`src/rtl/seq_alu.sv`:
```
// Clocked WIDTH-bit ALU with a start/busy/done handshake. ADD/SUB/logic/shift
// and illegal opcodes finish in one cycle; MUL/DIV/MOD iterate once per bit.
module seq_alu #(
  parameter int WIDTH = 8
) (
  input  logic             clk,
  input  logic             rst,
  input  logic             start,
  input  logic [WIDTH-1:0] A,
  input  logic [WIDTH-1:0] B,
  input  logic [3:0]       op,
  output logic             busy,
  output logic             done,
  output logic [WIDTH-1:0] Y,
  output logic             N,
  output logic             Z,
  output logic             C,
  output logic             V,
  output logic             err
);

  localparam int SW = $clog2(WIDTH);
  localparam int MSB = WIDTH - 1;

  localparam logic [3:0] OP_ADD = 4'd0;
  localparam logic [3:0] OP_SUB = 4'd1;
  localparam logic [3:0] OP_MUL = 4'd2;
  localparam logic [3:0] OP_DIV = 4'd3;
  localparam logic [3:0] OP_MOD = 4'd4;
  localparam logic [3:0] OP_AND = 4'd5;
  localparam logic [3:0] OP_OR  = 4'd6;
  localparam logic [3:0] OP_XOR = 4'd7;
  localparam logic [3:0] OP_SHL = 4'd8;
  localparam logic [3:0] OP_SHR = 4'd9;

  typedef enum logic [1:0] {S_IDLE, S_RUN, S_DONE} state_t;

  state_t           state_q, state_d;
  logic [3:0]       op_q, op_d;
  logic [WIDTH-1:0] a_q, a_d, b_q, b_d;
  logic [WIDTH-1:0] hi_q, hi_d, lo_q, lo_d;
  logic [SW-1:0]    cnt_q, cnt_d;
  logic [WIDTH-1:0] y_q, y_d;
  logic             n_q, n_d, z_q, z_d, c_q, c_d, v_q, v_d, err_q, err_d;

  // Single-cycle datapath, driven straight from the ports at the accepting edge.
  logic [WIDTH:0]   add_full, sub_full, shl_full, shr_full;
  logic [SW-1:0]    sh_amt;
  logic [WIDTH-1:0] sc_y;
  logic             sc_c, sc_v, sc_err, is_multi;

  // NOTE: every variable written here gets a default first, so no path can
  // leave one unassigned and infer a latch.
  always_comb begin
    sh_amt   = B[SW-1:0];
    add_full = {1'b0, A} + {1'b0, B};
    sub_full = {1'b0, A} - {1'b0, B};
    shl_full = {1'b0, A} << sh_amt;
    shr_full = {A, 1'b0} >> sh_amt;
    is_multi = (op == OP_MUL) || (op == OP_DIV) || (op == OP_MOD);
    sc_y     = '0;
    sc_c     = 1'b0;
    sc_v     = 1'b0;
    sc_err   = 1'b0;
    case (op)
      OP_ADD: begin
        sc_y = add_full[MSB:0];
        sc_c = add_full[WIDTH];
        sc_v = (A[MSB] == B[MSB]) && (add_full[MSB] != A[MSB]);
      end
      OP_SUB: begin
        sc_y = sub_full[MSB:0];
        sc_c = sub_full[WIDTH];
        sc_v = (A[MSB] != B[MSB]) && (sub_full[MSB] != A[MSB]);
      end
      OP_AND: sc_y = A & B;
      OP_OR:  sc_y = A | B;
      OP_XOR: sc_y = A ^ B;
      OP_SHL: begin
        sc_y = shl_full[MSB:0];
        sc_c = shl_full[WIDTH];
      end
      OP_SHR: begin
        sc_y = shr_full[WIDTH:1];
        sc_c = shr_full[0];
      end
      OP_MUL, OP_DIV, OP_MOD: sc_err = 1'b0;
      default: sc_err = 1'b1;
    endcase
  end

  // One iteration step: hi/lo hold the product halves for MUL and the
  // remainder/quotient pair for DIV/MOD.
  logic [WIDTH:0]   mul_sum, div_shift, div_trial;
  logic [WIDTH-1:0] mul_hi, mul_lo, div_hi, div_lo;
  logic             div_ge;

  always_comb begin
    mul_sum   = {1'b0, hi_q} + (lo_q[0] ? {1'b0, a_q} : '0);
    mul_hi    = mul_sum[WIDTH:1];
    mul_lo    = {mul_sum[0], lo_q[MSB:1]};
    div_shift = {hi_q, lo_q[MSB]};
    div_trial = div_shift - {1'b0, b_q};
    div_ge    = ~div_trial[WIDTH];
    div_hi    = div_ge ? div_trial[MSB:0] : div_shift[MSB:0];
    div_lo    = {lo_q[MSB-1:0], div_ge};
  end

  logic             load;
  logic [WIDTH-1:0] res_y;
  logic             res_c, res_v, res_err;

  always_comb begin
    state_d = state_q;
    op_d    = op_q;
    a_d     = a_q;
    b_d     = b_q;
    hi_d    = hi_q;
    lo_d    = lo_q;
    cnt_d   = cnt_q;
    load    = 1'b0;
    res_y   = '0;
    res_c   = 1'b0;
    res_v   = 1'b0;
    res_err = 1'b0;

    case (state_q)
      S_IDLE, S_DONE: begin
        state_d = S_IDLE;
        if (start) begin
          op_d = op;
          a_d  = A;
          b_d  = B;
          if (is_multi) begin
            state_d = S_RUN;
            cnt_d   = '0;
            hi_d    = '0;
            lo_d    = (op == OP_MUL) ? B : A;
          end else begin
            state_d = S_DONE;
            load    = 1'b1;
            res_y   = sc_y;
            res_c   = sc_c;
            res_v   = sc_v;
            res_err = sc_err;
          end
        end
      end
      S_RUN: begin
        cnt_d = cnt_q + 1'b1;
        hi_d  = (op_q == OP_MUL) ? mul_hi : div_hi;
        lo_d  = (op_q == OP_MUL) ? mul_lo : div_lo;
        if (cnt_q == SW'(WIDTH - 1)) begin
          state_d = S_DONE;
          load    = 1'b1;
          case (op_q)
            OP_MUL: begin
              res_y = mul_lo;
              res_c = |mul_hi;
              res_v = |mul_hi;
            end
            OP_DIV: begin
              res_y   = (b_q == '0) ? '1 : div_lo;
              res_err = (b_q == '0);
            end
            default: begin
              res_y   = (b_q == '0) ? a_q : div_hi;
              res_err = (b_q == '0);
            end
          endcase
        end
      end
      default: state_d = S_IDLE;
    endcase

    y_d   = y_q;
    n_d   = n_q;
    z_d   = z_q;
    c_d   = c_q;
    v_d   = v_q;
    err_d = err_q;
    if (load) begin
      y_d   = res_y;
      n_d   = res_y[MSB];
      z_d   = (res_y == '0);
      c_d   = res_c;
      v_d   = res_v;
      err_d = res_err;
    end
  end

  // NOTE: state registers use non-blocking assignments so every flop samples
  // the pre-edge value of every other flop.
  always_ff @(posedge clk) begin
    if (rst) begin
      state_q <= S_IDLE;
      op_q    <= '0;
      a_q     <= '0;
      b_q     <= '0;
      hi_q    <= '0;
      lo_q    <= '0;
      cnt_q   <= '0;
      y_q     <= '0;
      n_q     <= 1'b0;
      z_q     <= 1'b0;
      c_q     <= 1'b0;
      v_q     <= 1'b0;
      err_q   <= 1'b0;
    end else begin
      state_q <= state_d;
      op_q    <= op_d;
      a_q     <= a_d;
      b_q     <= b_d;
      hi_q    <= hi_d;
      lo_q    <= lo_d;
      cnt_q   <= cnt_d;
      y_q     <= y_d;
      n_q     <= n_d;
      z_q     <= z_d;
      c_q     <= c_d;
      v_q     <= v_d;
      err_q   <= err_d;
    end
  end

  assign busy = (state_q == S_RUN);
  assign done = (state_q == S_DONE);
  assign Y    = y_q;
  assign N    = n_q;
  assign Z    = z_q;
  assign C    = c_q;
  assign V    = v_q;
  assign err  = err_q;

endmodule

```
`config.mk`:
```
export PLATFORM = sky130hd
export DESIGN_NAME = seq_alu
export DESIGN_NICKNAME = d
export VERILOG_FILES = /design/src/rtl/seq_alu.sv
export SDC_FILE = /design/constraint.sdc
export NUM_CORES = 1
export LEC_CHECK = 0
export CAP_MARGIN = 5
export CORE_UTILIZATION = 55
export DETAILED_ROUTE_END_ITERATION = 10
export PLACE_DENSITY = 0.75
export SETUP_SLACK_MARGIN = 0.05
export SYNTH_ARGS = -nofsm -noshare
export SYNTH_HDL_FRONTEND = slang
export SYNTH_SLANG_ARGS = --single-unit
```
`constraint.sdc`:
```
create_clock -name clk -period 4.8 [get_ports clk]
set_input_delay 0.96 -clock clk [delete_from_list [all_inputs] [get_ports clk]]
set_output_delay 0.96 -clock clk [all_outputs]
set_load 0.01 [all_outputs]
```
; ---- After elaboration in Yosys (flattened, before gate mapping)
; Index checks and enable logic that the tools add are counted.
[totals]
regBits = 54
input_bits = 23
out_inout_bits = 15
elab_cells = 105
[classes]
add_sub_neg = 5
n_eq_ne = 21
shifts = 2
n_mux = 46
n_bitwise = 4
reduce_logical = 14
[op_table]
columns = cell, count
row1 = 8-bit 2-to-1 mux, 14
row2 = 8-bit case mux with 2 select lines, 4
row3 = 8-bit case mux with 7 select lines, 1
row4 = 8-bit by 8-bit adder with 9-bit output, 2
row5 = "4-bit by 2-bit == test with 1-bit output, second input constant", 4
row6 = "4-bit by 3-bit == test with 1-bit output, second input constant", 4
row7 = 8-bit logical NOT, 2
row8 = 1-bit 2-to-1 mux, 14
row9 = 1-bit case mux with 2 select lines, 5
row10 = 10-bit OR reduction, 1
row11 = 8-bit by 3-bit << shifter with 9-bit output, 1
row12 = 9-bit by 3-bit >> shifter with 9-bit output, 1
row13 = 8-bit by 8-bit subtractor with 9-bit output, 1
row14 = 9-bit by 8-bit subtractor with 9-bit output, 1
row15 = 8-bit bitwise AND, 1
row16 = "4-bit == test, second input constant", 2
row17 = 8-bit OR, 1
row18 = 8-bit OR reduction, 1
row19 = 8-bit XOR, 1
row20 = 2-bit 2-to-1 mux, 3
row21 = 3-bit 2-to-1 mux, 2
row22 = 3-bit case mux with 2 select lines, 1
row23 = "4-bit by 1-bit == test with 1-bit output, second input constant", 1
row24 = 4-bit logical NOT, 1
row25 = 18 further kinds, 23

; ---- Longest topological paths before layout
[depth]
ltp_word = 7
ltp_mapped = 13
ltp_nobuf = 12

; ---- Least setup slack after synthesis
; OpenSTA, ideal clock, no wires.
[synth_path]
path_kind = in2reg
startpoint = in A[2]
endpoint = reg z_q (netlist: Z)
setup_time_ps = 84
arrival_time_ps = 3837
required_time_ps = 4716
setup_slack_ps = 879
cell_stages = 12
path_buffers = 2
path_cell_list = clkbuf_1 -> inv_1 -> ha_1 -> clkbuf_1 -> or2_2 -> a221oi_1 -> mux2i_1 -> a2bb2oi_1 -> a31oi_1 -> or4_1 -> a2111o_1 -> o31ai_2
[synth_between]
elab_chain_len = 6
word_cells_on_any_way = 12
cone_classes = add/sub: 2 / shift: 2 / mux: 4 / bitwise: 3 / reduce/logical: 1
[synth_rtl]
columns = element, line_no
row1 = from (decl), 9  ; input logic [WIDTH-1:0] A,
row2 = "8-bit by 8-bit subtractor with 9-bit output, or another cell as far along", 57  ; sub_full = {1'b0, A} - {1'b0, B};
row3 = 8-bit case mux with 7 select lines (*), 65  ; case (op)
row4 = 8-bit 2-to-1 mux (*), 134  ; if (is_multi) begin
row5 = 8-bit 2-to-1 mux (*), 130  ; if (start) begin
row6 = 8-bit case mux with 2 select lines (*), 127  ; case (state_q)
row7 = 8-bit logical NOT (*), 185  ; z_d = (res_y == '0);
row8 = to (signal assigned), 219  ; z_q <= z_d;
row9 = to (decl), 44  ; logic n_q, n_d, z_q, z_d, c_q, c_d, v_q, v_d, err_q, err_d;
; Mark *: on every way between the ends. The rest lies on a longest branch, timed or not.
; A chain may end at the register's enable or synchronous reset.

; ---- Final worst setup path
[layout_path]
startpoint = in A[0]
endpoint = reg z_q (netlist: Z)
; The elaborated chain is that of the path after synthesis.

==> results.md <==
- The TritonCTS clock tree is yes.
- The highest clock frequency the design can meet is 0.2330 GHz.
- The routed design could run at a clock period as short as 4292 ps.
- The met2 wire length is 8199 um.
- STA classifies the critical path startpoint as an input pin.
- The number of diodes is 0.
- The routed via count is between 5000 and 6000.
- From synthesis to final layout, the design area changed by 10.14%.
- The summed instance area of the synthesized netlist is around 0.0055 mm2.
- The compound-gate portion of the synthesized area is 0.2966.
- The congestion estimate from routability-driven global placement came to ~1.0.
- Once detailed placement completed, the half-perimeter wirelength came to 14880 um.
- The portion of synthesized area spent on multiplexers is 0.05740.
- The data required time of the worst path is slightly above 5000 ps.
- The number of instances in the synthesized netlist is approximately 750.
- In this run, synthesis inferred 0 flip-flops with an integrated enable.
- By area the synthesized netlist is led by sky130_fd_sc_hd__dfxtp_1 (19%), sky130_fd_sc_hd__ha_1 (9.8%), sky130_fd_sc_hd__a21oi_1 (6.9%).
- Dividing the detail-routed wire length by the instance count gives 21.14 um.
- Power spread over the standard cell area amounts to 212.9 mW/mm2.
- The via density per instance is 6.612.
- The synthesized area per cell is 7.314 um2.
- The number of filler cells placed in the layout is 943.
- The final number of max-transition violations is 0.
- The most common cell after layout, fill and taps aside is sky130_fd_sc_hd__nand2_1.
- For this design, the CTS-stage hold fixing added 0 buffers.
- The first global-routing pass estimated 29240 um of wire.
- The number of antenna violations at the first check in global routing is 0.
- The worst supply voltage drop on vdd is approximately 0.0002 V.
- Of the total synthesized cell area, the portion taken by AND, OR, NAND and NOR gates is 0.2424.
- The die is ~100 um wide.
- In this run the number of H-tree levels came out at 2.
- The critical path goes through clkdlybuf4s50_1 -> inv_1 -> ha_1 -> fa_1 -> or2_2 -> a221oi_1 -> mux2i_1 -> a2bb2oi_1 -> a31oi_1 -> or4_1 -> a2111o_1 -> o31ai_2.
- Adding up every negative setup slack in the final design gives 0 ps.
- STA classifies the critical path endpoint as a flop.
- Setup repair after global routing left no endpoint under its margin.
- The max-cap check violation count is 0.
- The worst setup path category is input pin to flop.
- At the worst endpoint, the arrival time is 4520 ps.
- The floorplan step defined a die boundary enclosing between 0.01 and 0.015 mm2.
- Routed signal wires occupy layers up through met4.
- In this run the tightest slew margin relative to its limit is 0.4353.
- Before CTS, the worst setup slack after placement is 232.2 ps.
- The worst-case hold slack is 464.6 ps.
- The die outline height is 101.9 um.
- The number of warnings issued by yosys is 0.
- The maximum fanout encountered on the critical timing path is 3.
- The number of setup violations in the final report is 0.
- The net count after synthesis is just over 800.
- For this run the aggregate overflow at the end of global routing stands at 0.
- Of the cells placed in the final design, the portion with a size suffix greater than 1 is 0.07282.
- The detail route stage leaves a number of antenna-violating nets equal to 0.
- Clock tree synthesis selected as its root buffer the cell sky130_fd_sc_hd__clkbuf_8.
- The number of hold violations in the final report came to 0.
- Wire segments on met3 add up to 2271 um in the final route.
- The detailed router put a total of 8143 um of wire on met1.
- Of the total synthesized cell area, the portion taken by full adders, half adders and majority gates is 0.1125.
- In the synthesized netlist the dominant register cell turns out to be sky130_fd_sc_hd__dfxtp_1.
- Clock tree synthesis inserted a total of 5 buffers.
- For the final database, setup skew stands at ~13 ps.
- The cell with the largest stage delay on the worst path is sky130_fd_sc_hd__or4_1.
- The first-iteration detailed-routing DRC count is a little under 600.
- The xor/xnor cell area share of the yosys netlist is 0.02232.
- The number of global-route vias before repair was 5315.
- In this run, synthesis produced a sequential element count of 53.
- The combinational family with the most area after synthesis is compound AO/OA/AOI/OAI gates.
- In this run the post-CTS setup repair buffer count came out at 0.
- The post-detailed-route DRC marker count is 0.
- The path type of the worst min-delay path is flop to flop.
- In this run, post-CTS repair resized a total of 0 instances.
- The core region is 0.009729 mm2.
- The minimum setup slack in the final design is around 510 ps.
- For this configuration, the core starts out at a cell density of 0.5646.
- The flow ran to the end, and the final reports show no timing, DRC or antenna violations.
- In this design, the stage delay of the slowest critical-path cell is approximately 520 ps.
- In the finished design, the share of the clock period the worst path needs comes to 0.8942.
- The sequential cell area fraction in the yosys report is 0.1932.
- The clock transition time at the flip-flop clock pins of the worst setup and hold paths is 100 ps.
- The count of distinct cell types in the synthesized netlist is 81.
- The library cells used most frequently in the layout, excluding fill and tap cells, are sky130_fd_sc_hd__nand2_1 (99), sky130_fd_sc_hd__a21oi_1 (76), sky130_fd_sc_hd__nor2_1 (73).
- The global-route usage over all layers is 0.3730.
- The quantity of I/O buffers inserted on ports is 37.
- For this run, the detailed router's first-pass iteration total came to 5.
- The analysis attributes to cell leakage a power of approximately 2.4 nW.
- The final-stage net count is 839.
- The clock reaches the later pin of the worst-skew pair after 320 ps.
- The count of pins on the block boundary is 38.
- The tree built by TritonCTS fans out to 53 sinks.
- The largest buffer count on any clock path is 2.
- Wires add up to 19070 um.
- Entering global routing, the biggest net connects 55 pins.
- For the pin with the worst max-slew slack, the measured transition is approximately 840 ps.
- The post-synthesis cell type with the largest combined area is sky130_fd_sc_hd__dfxtp_1.
- The floorplan has 36 rows.
- Of the post-synthesis cell area, the dominant cell type holds 0.1932.
- In the synthesized netlist the async set-or-reset flop fraction comes to 0.
[layout make-up]
type                    count  area (um2)  area share
clock buffers               5       68.82     0.01138
clock inverters             2       38.79    0.006412
inverters                  42       160.2     0.02647
multi-input cells         607        4016      0.6639
flip-flops and latches     53        1061      0.1754
well taps                 133       166.4     0.02751
repair buffers             60       538.0     0.08893
[per-layer routing]
metal  up-vias  track usage
met2       377       0.5603
met3        54      0.06224
met1      2767       0.5542
met4         0      0.08791
li1       2766            -
met5         -            0
[metrics by stage]
step                utilization  instance area, um2  instances  total power, mW
global route             0.6218                6050        902            1.341
detailed placement       0.6107                5942        895           0.9666
finish                   0.6218                6050        902            1.288
floorplan                     -                5493        751           0.8160
global placement         0.6107                5942        895           0.9620
CTS                      0.6218                6050        902            1.272
[flip-flops by register name, indices dropped and copies added (netlist names)]
signal and cells:
V 1, cnt_q 3, Y 8, Z 1
op_q 4, err 1, a_q 8, b_q 8
state_q 2, lo_q 8, C 1, hi_q 8
[Yosys cell counts (6+ instances only)]
cell type,n
sky130_fd_sc_hd__nand2_1,99
sky130_fd_sc_hd__a21oi_1,76
sky130_fd_sc_hd__nor2_1,73
sky130_fd_sc_hd__dfxtp_1,53
sky130_fd_sc_hd__ha_1,43
sky130_fd_sc_hd__inv_1,41
sky130_fd_sc_hd__clkbuf_1,33
sky130_fd_sc_hd__o21ai_0,32
sky130_fd_sc_hd__a211oi_1,22
sky130_fd_sc_hd__nor3_1,21
sky130_fd_sc_hd__mux2i_1,18
sky130_fd_sc_hd__nand3_1,16
sky130_fd_sc_hd__nand2b_1,14
sky130_fd_sc_hd__a31oi_1,13
sky130_fd_sc_hd__xnor2_1,12
sky130_fd_sc_hd__and2_1,9
sky130_fd_sc_hd__nor2b_1,9
sky130_fd_sc_hd__o211ai_1,9
sky130_fd_sc_hd__o21a_1,9
sky130_fd_sc_hd__a311oi_1,7
sky130_fd_sc_hd__a21o_1,6
sky130_fd_sc_hd__buf_2,6
[report_power, final]
group,internal (mW),switching [mW]
Combinational,0.187,0.299
Sequential,0.461,0.0278
Clock,0.155,0.158
[path summary, 6_finish.rpt]
check	start	to	slack, ps	cells after the start
worst max-delay path	A[0]	Z	510	12
worst min-delay path	Y[1]	Y[1]	460	2
worst max register to register	lo_q[7]	Z	1240	12
worst min register to register	Y[1]	Y[1]	460	2
[kinds of logic after synthesis]
kind of cell,count (synthesis)
compound gates,240
buf+inv,91
mux,25
fa+ha+maj,47
xor+xnor,14
simple gates,281
flops,53
[worst max-delay path, delay by kind of cell]
| family | cells | cell delay (ps) |
|---|---|---|
| simple gates | 2 | 820 |
| compound gates | 5 | 1250 |
| mux | 1 | 260 |
| buf+inv | 2 | 560 |
| fa+ha+maj | 2 | 670 |
Power figures use the tool's default switching activity.
